### config.mk
export PLATFORM = sky130hd
export DESIGN_NAME = palette_lut
export DESIGN_NICKNAME = d
export VERILOG_FILES = /design/src/rtl/palette_lut.sv
export SDC_FILE = /design/constraint.sdc
export NUM_CORES = 1
export LEC_CHECK = 0
export CAP_MARGIN = 15
export CORE_AREA = 3 3 204 206
export DETAILED_ROUTE_END_ITERATION = 8
export DIE_AREA = 0 0 207 209
export GPL_TIMING_DRIVEN = 0
export PLACE_DENSITY_LB_ADDON = 0.05
export SYNTH_ARGS = -nofsm -noshare
export SYNTH_HDL_FRONTEND = slang
export SYNTH_SLANG_ARGS = --single-unit
### constraint.sdc
create_clock -name Clk -period 35.8 [get_ports Clk]
set_input_delay 8.95 -clock Clk [delete_from_list [all_inputs] [get_ports Clk]]
set_output_delay 8.95 -clock Clk [all_outputs]
set_load 0.03 [all_outputs]
### src/rtl/palette_lut.sv
// Runtime-writable colour palette with a two-stage lookup pipeline and a
// global brightness fade engine that scales every looked-up pixel.
module palette_lut #(
    parameter int INDEX_W  = 5,
    parameter int COLOR_W  = 4,
    parameter int FADE_DIV = 262144
) (
    input  logic                   Clk,
    input  logic                   Reset,
    input  logic                   rd_valid,
    input  logic [INDEX_W-1:0]     rd_index,
    output logic [COLOR_W-1:0]     red,
    output logic [COLOR_W-1:0]     green,
    output logic [COLOR_W-1:0]     blue,
    output logic                   out_valid,
    input  logic                   wr_en,
    input  logic [INDEX_W-1:0]     wr_index,
    input  logic [3*COLOR_W-1:0]   wr_color,
    input  logic                   fade_start,
    input  logic [COLOR_W:0]       fade_target,
    output logic                   fade_busy,
    output logic [COLOR_W:0]       brightness
);

    localparam int DEPTH = 2 ** INDEX_W;
    localparam int CW    = 3 * COLOR_W;
    localparam int BW    = COLOR_W + 1;
    localparam int CNT_W = (FADE_DIV > 1) ? $clog2(FADE_DIV) : 1;
    localparam logic [BW-1:0]    FULL     = BW'(2 ** COLOR_W);
    localparam logic [CNT_W-1:0] CNT_LAST = CNT_W'(FADE_DIV - 1);

    typedef enum logic {IDLE, STEP} fade_state_t;

    logic [CW-1:0]      pal [DEPTH];
    logic [CW-1:0]      s1_color;
    logic               s1_valid;
    fade_state_t        state;
    logic [BW-1:0]      target;
    logic [CNT_W-1:0]   cnt;
    logic [BW-1:0]      clamped;
    logic [BW-1:0]      eff_target;
    logic [BW-1:0]      next_bright;
    logic               step_now;

    function automatic logic [COLOR_W-1:0] grey(input int i);
        return COLOR_W'(i % (2 ** COLOR_W));
    endfunction

    function automatic logic [COLOR_W-1:0] scale(input logic [COLOR_W-1:0] c,
                                                 input logic [BW-1:0] b);
        logic [COLOR_W+BW-1:0] p;
        p = {{BW{1'b0}}, c} * {{COLOR_W{1'b0}}, b};
        return COLOR_W'(p >> COLOR_W);
    endfunction

    // Palette storage; reset restores the grey ramp.
    always_ff @(posedge Clk or posedge Reset) begin
        if (Reset) begin
            for (int i = 0; i < DEPTH; i++) begin
                pal[i] <= {3{grey(i)}};
            end
        end else if (wr_en) begin
            pal[wr_index] <= wr_color;
        end
    end

    // Stage 1 samples the old entry on a same-cycle write (read-first).
    always_ff @(posedge Clk or posedge Reset) begin
        if (Reset) begin
            s1_valid <= 1'b0;
            s1_color <= '0;
        end else begin
            s1_valid <= rd_valid;
            if (rd_valid) begin
                s1_color <= pal[rd_index];
            end
        end
    end

    always_ff @(posedge Clk or posedge Reset) begin
        if (Reset) begin
            out_valid <= 1'b0;
            red       <= '0;
            green     <= '0;
            blue      <= '0;
        end else begin
            out_valid <= s1_valid;
            if (s1_valid) begin
                red   <= scale(s1_color[CW-1 -: COLOR_W], brightness);
                green <= scale(s1_color[2*COLOR_W-1 -: COLOR_W], brightness);
                blue  <= scale(s1_color[COLOR_W-1:0], brightness);
            end
        end
    end

    always_comb begin
        clamped     = (fade_target > FULL) ? FULL : fade_target;
        eff_target  = fade_start ? clamped : target;
        step_now    = (cnt == CNT_LAST);
        next_bright = (brightness < eff_target) ? brightness + BW'(1)
                                                : brightness - BW'(1);
    end

    // A retarget during STEP keeps the divider phase running.
    always_ff @(posedge Clk or posedge Reset) begin
        if (Reset) begin
            state      <= IDLE;
            cnt        <= '0;
            target     <= FULL;
            brightness <= FULL;
        end else begin
            if (fade_start) begin
                target <= clamped;
            end
            case (state)
                IDLE: begin
                    if (fade_start && clamped != brightness) begin
                        state <= STEP;
                        cnt   <= '0;
                    end
                end
                STEP: begin
                    if (eff_target == brightness) begin
                        state <= IDLE;
                    end else if (step_now) begin
                        cnt        <= '0;
                        brightness <= next_bright;
                        if (next_bright == eff_target) begin
                            state <= IDLE;
                        end
                    end else begin
                        cnt <= cnt + CNT_W'(1);
                    end
                end
                default: state <= IDLE;
            endcase
        end
    end

    assign fade_busy = (state == STEP);

endmodule
Word-level counts from Yosys, hierarchy flattened
Cells that the tools add are included.
{"block": "word_totals", "regBits": 439, "in_bits": 32, "output_inout_bits": 19, "elab_cells": 85}
{"block": "classes", "addsub": 3, "multipliers": 3, "order_cmp": 5, "eq_ne": 6, "mux": 18, "bitwise_logic": 4, "reduce_logical": 4}
{"cell": "$bwmux W384", "count": 1}
{"cell": "$bmux W12 S5", "count": 1}
{"cell": "$demux W12 S5", "count": 1}
{"cell": "$mux W18", "count": 3}
{"cell": "$mux W12", "count": 3}
{"cell": "$pmux W18 S2", "count": 1}
{"cell": "$mul A4 B5 Y8", "count": 3}
{"cell": "$add A18 B1 Y18 const B", "count": 1}
{"cell": "$eq A18 B18 Y1 const B", "count": 1}
{"cell": "$mux W5", "count": 3}
{"cell": "$ge A6 B6 Y1 const B", "count": 2}
{"cell": "$not A5 Y6", "count": 2}
{"cell": "$eq A5 B5 Y1", "count": 2}
{"cell": "$lt A6 B1 Y1 const B", "count": 1}
{"cell": "$add A5 B1 Y5 const B", "count": 1}
{"cell": "$gt A5 B5 Y1 const B", "count": 1}
{"cell": "$lt A5 B5 Y1", "count": 1}
{"cell": "$ne A5 B5 Y1", "count": 1}
{"cell": "$sub A5 B1 Y5 const B", "count": 1}
{"cell": "$mux W1", "count": 4}
{"cell": "$ne A2 B2 Y1 const B", "count": 2}
{"cell": "$reduce_and A3 Y1", "count": 1}
{"cell": "$logic_and A1 B1 Y1", "count": 2}
{"cell": "$not A1 Y1", "count": 2}
{"cell": "other kinds (2)", "count": 2}

Depth between registers and ports, before layout
{"block": "depth", "ltp_word": 10, "depth_mapped": 16}

Least setup slack after synthesis
No wires, ideal clock.
{"block": "synth_timing", "path_type": "input-to-reg", "from": "in fade_target[1]", "to": "reg brightness[4]", "setup_ps": 75, "arrival_time_ps": 11724, "setup_slack_ps": 24001, "cell_stages": 15, "path_buffers": 0, "cell_sequence": "and3b_1 a21oi_1 ha_1 nor2b_1 o2111ai_1 nand3_1 a21oi_1 inv_1 ha_1 nor2b_1 o21ai_0 nand2b_1 or4_1 nand4b_1 xnor2_1"}
{"block": "synth_between", "elab_chain_cells": 6}
{"element": "start, declared", "line": "20", "text": "input logic [COLOR_W:0] fade_target,"}
{"element": "$gt A5 B5 Y1", "line": "97", "text": "clamped = (fade_target > FULL) ? FULL : fade_target;"}
{"element": "$mux W5 *", "line": "97"}
{"element": "$mux W5 *"}
{"element": "parallel branches: the longest is 3 deep, another holds $lt A5 B5 Y1"}
{"element": "end signal, assigned", "line": "127", "text": "brightness <= next_bright;"}
{"element": "end, declared", "line": "22", "text": "output logic [COLOR_W:0] brightness"}
Mark *: on every way between the ends.
A chain may end at the register's enable or synchronous reset.

Worst setup path after layout
{"block": "layout_timing", "from": "in fade_target[4]", "to": "reg brightness[4]"}
Same word-level chain as after synthesis.

==> results.md <==
- Seq pwr share: 47.0%
- Clk pwr share: 35.8%
- Fin Hold WS: 0.502 ns
- Num CTS Buffers: 48
- Fin nets: 1,672
- Die area: 43,300 um^2
- Final Hold Viols: 0
- Post-layout min period: 12.26 ns
- Synth warn: 0
- Post-synth top area cell: dfrtp_1
- Drt drc: 0
- CTS root buf: clkbuf_16
- Min-Delay Path Class: reg2reg
- Top Ports: 51
- Post-Route WL: 53,100 um
- Pre-antenna DRT Iters: 6
- Row cnt: 73
- R2R setup slack: 31.70 ns
- Net Switching: 359 uW
- Pwr/cell area: 57.3 nW/um^2
- Status: finished, final reports clean
- Post-synth ARST share: 100%
- Setup TNS Final: 0 ns
- Sw frac: 25.4%
- Total Routing Usage GR: 25.0%
- RSZ-0062 raised after global routing: no
- Placed Cells: 2,064
- Routability Congestion: 0.845
- Total core area: 39,800 um^2
- Port-buffer cells: 46
- Post-CTS sizing: 0
- Ranking of synthesized cells by area: dfrtp_1, dfstp_2, mux2_2, mux4_2, ha_1
- Layout area overhead: 13.0%
- Dpl hpwl: 38,000 um
- Final setup vio count: 0
- Sink Count: 439
- TritonCTS clock tree: done
- Startpoint types: input pin
- Logic pwr share: 17.2%
- Clk_skew: 0.0193 ns
- Post-Layout Cell Count: 2,154
- Fin worst setup slack: 23.54 ns
- Worst EP required: 36.30 ns
- Post-CTS Hold Fix Bufs: 0
- Clock Tree Buf Depth: 3
- Worst-Skew Late Latency: 0.59 ns
- Post-synth top flop: dfrtp_1
- Number of cells produced by synthesis: 1,490
- Lkg Pwr: 10.4 nW
- Max Clock Freq: 81.6 MHz
- Post-CTS setup buffers: 0
- Share of layout cells above drive strength 1: 50.2%
- CP max-delay cell: clkdlybuf4s50_1
- Via/cell ratio: 5.90
- Routed len/inst: 24.6 um
- Final Cycle Share: 34.3%
- Yosys top cell area share: 28.1%
- Count of final max-slew check failures: 0
- H-tree lvl count: 2
- Crit. End Element: flop
- Die H: 209 um
- Die X: 207 um
- Distinct cells, synth: 54
- EDFF count, synth: 0
- Flops & latches, synth: 439
- Synth Cell Area: 21,800 um^2
- Via Count: 12,700
- CP Cell Sequence: clkdlybuf4s50_1 -> and3b_1 -> a21oi_1 -> ha_1 -> nor2b_1 -> o2111ai_1 -> nand3_1 -> a21oi_1 -> inv_1 -> ha_1 -> nor2b_1 -> o21ai_0 -> nand2b_1 -> or4_1 -> nand4b_1 -> xnor2_1
- Least-Margin Pin Slew: 1.04 ns
- DP Worst Slack: 22.96 ns
- Initial Util: 54.7%
- Drt initial violations: 895
- WP data arrival: 12.76 ns
- Mapped Nets: 1,573
- Number of global-route vias before repair: 13,700
- Rel. slew slack: 30.5%
- Register area share after synthesis: 51.5%
- Mean Syn Cell Area: 14.6 um^2
- Max incr delay on CP: 0.59 ns
- Critical path peak fanout: 9
- Post-route ant nets: 0
- First-pass GRT wire length: 83,000 um
- Largest net degree at the start of global routing: 132
- P_int: 1.05 mW
- Initial antenna violation count: 5
- Clock slew at reported path FFs: 0.06 ns
- Total gr overflow: 0
- Maximum vdd drop: 0.0000448 V
- Max-cap viol count: 0
- Critical path class: in2reg
sequential cells by signal (all words and copies together), names as in the netlist:
name / flops
s1_valid: 1
target: 5
red: 4
fade_busy: 1
pal: 384
green: 4
out_valid: 1
cnt: 18
s1_color: 12
blue: 4
brightness: 5
cell usage in the layout, fill, tap and decap left out, types with 8 or more instances in the layout:
cell and instances:
dfrtp_1 245, mux2_2 394, clkbuf_8 10, a21oi_1 19, buf_6 8, dfstp_2 194, xnor2_1 21, and3_1 8
clkbuf_16 49, clkdlybuf4s50_1 46, nand2b_1 9, fa_1 16, o21ai_1 13, mux2i_1 15, inv_1 34, ha_1 35
nor2_1 36, nand3_1 18, o21ai_0 14, clkbuf_1 103, nor2b_1 14, nand2_1 62, buf_2 15, mux4_2 120
and2_1 22
per-stage QoR:
stage	total power, mW	area (um^2)	util [%]
4_1_cts	1.43	24600	61.8
3_3_place_gp	0.902	22900	57.6
2_1_floorplan	0.835	21800	-
3_5_place_dp	0.915	23000	57.8
5_1_grt	1.47	24600	61.8
6_report	1.41	24600	61.8
worst max-delay path: cells and delay by family:
kind / cells / cell delay, ns
buffers and inverters: 2 / 0.73
AND/OR/NAND/NOR: 7 / 1.36
XOR/XNOR: 1 / 0.12
adder cells (fa/ha/maj): 2 / 0.64
AO/OA/AOI/OAI: 4 / 0.95
power groups by stage:
stage	Combinational, mW	Clock, mW	Sequential (mW)
finish	0.242	0.506	0.664
global route	0.260	0.537	0.675
CTS	0.245	0.518	0.663
detailed placement	0.244	0	0.671
global placement	0.236	0	0.667
floorplan	0.179	0	0.655
synth_stat cells, drive strengths merged, types with 3 or more instances:
master,number
and4,6
nor3b,7
nand3,18
o21bai,3
nor2b,14
nand2,62
mux2i,15
a21oi,19
xnor2,21
mux4,120
o31ai,11
ha,35
nand3b,6
nand2b,9
dfstp,194
and2,22
xor2,5
nand4,4
nor4b,3
fa,16
or2,4
inv,35
a311oi,3
buf,28
mux2,394
o211ai,4
nor2,36
clkbuf,88
and3,8
and3b,3
nor3,4
a31oi,7
dfrtp,245
o21ai,27
path summary, 6_finish.rpt:
check,depth (start not counted),start,to
max in group asynchronous,4,Reset,pal[196]
worst min register to register,1,pal[307],pal[307]
worst max-delay path,16,fade_target[4],brightness[4]
worst min-delay path,1,pal[307],pal[307]
min in group asynchronous,2,Reset,cnt[8]
worst max register to register,13,brightness[2],green[2]
per-layer routing:
metal	vias to the layer above	wire [um]	track usage (%)	part of all wire, %
li1	5664	-	-	-
met3	75	2590	4.68	4.9
met1	6728	22600	33.2	43
met4	4	1580	8.12	3.0
met5	-	27	0	0.051
met2	233	26300	42.0	50
cell type report:
cell class	instances	area, um^2
fill	3050	15200
clock buffer	74	1420
multi-input combinational	900	9920
buffer	116	518
clock inverter	15	194
inverter	35	139
sequential	439	11200
tap	525	657
antenna	1	2.50
timing repair buffer	49	543
cells by family (layout without fill, tap and decap cells):
family	after synthesis	in the layout	synth area share, %
muxes	529	529	33.4
DFF	439	439	51.5
and+or+nand+nor	210	210	5.02
buffers and inverters	151	289	2.98
AOI/OAI and AO/OA	84	84	2.55
adders and majority gates	51	51	3.48
xor gates and xnor gates	26	26	1.04
other	0	1	0
(Power assumes the default switching activity.)
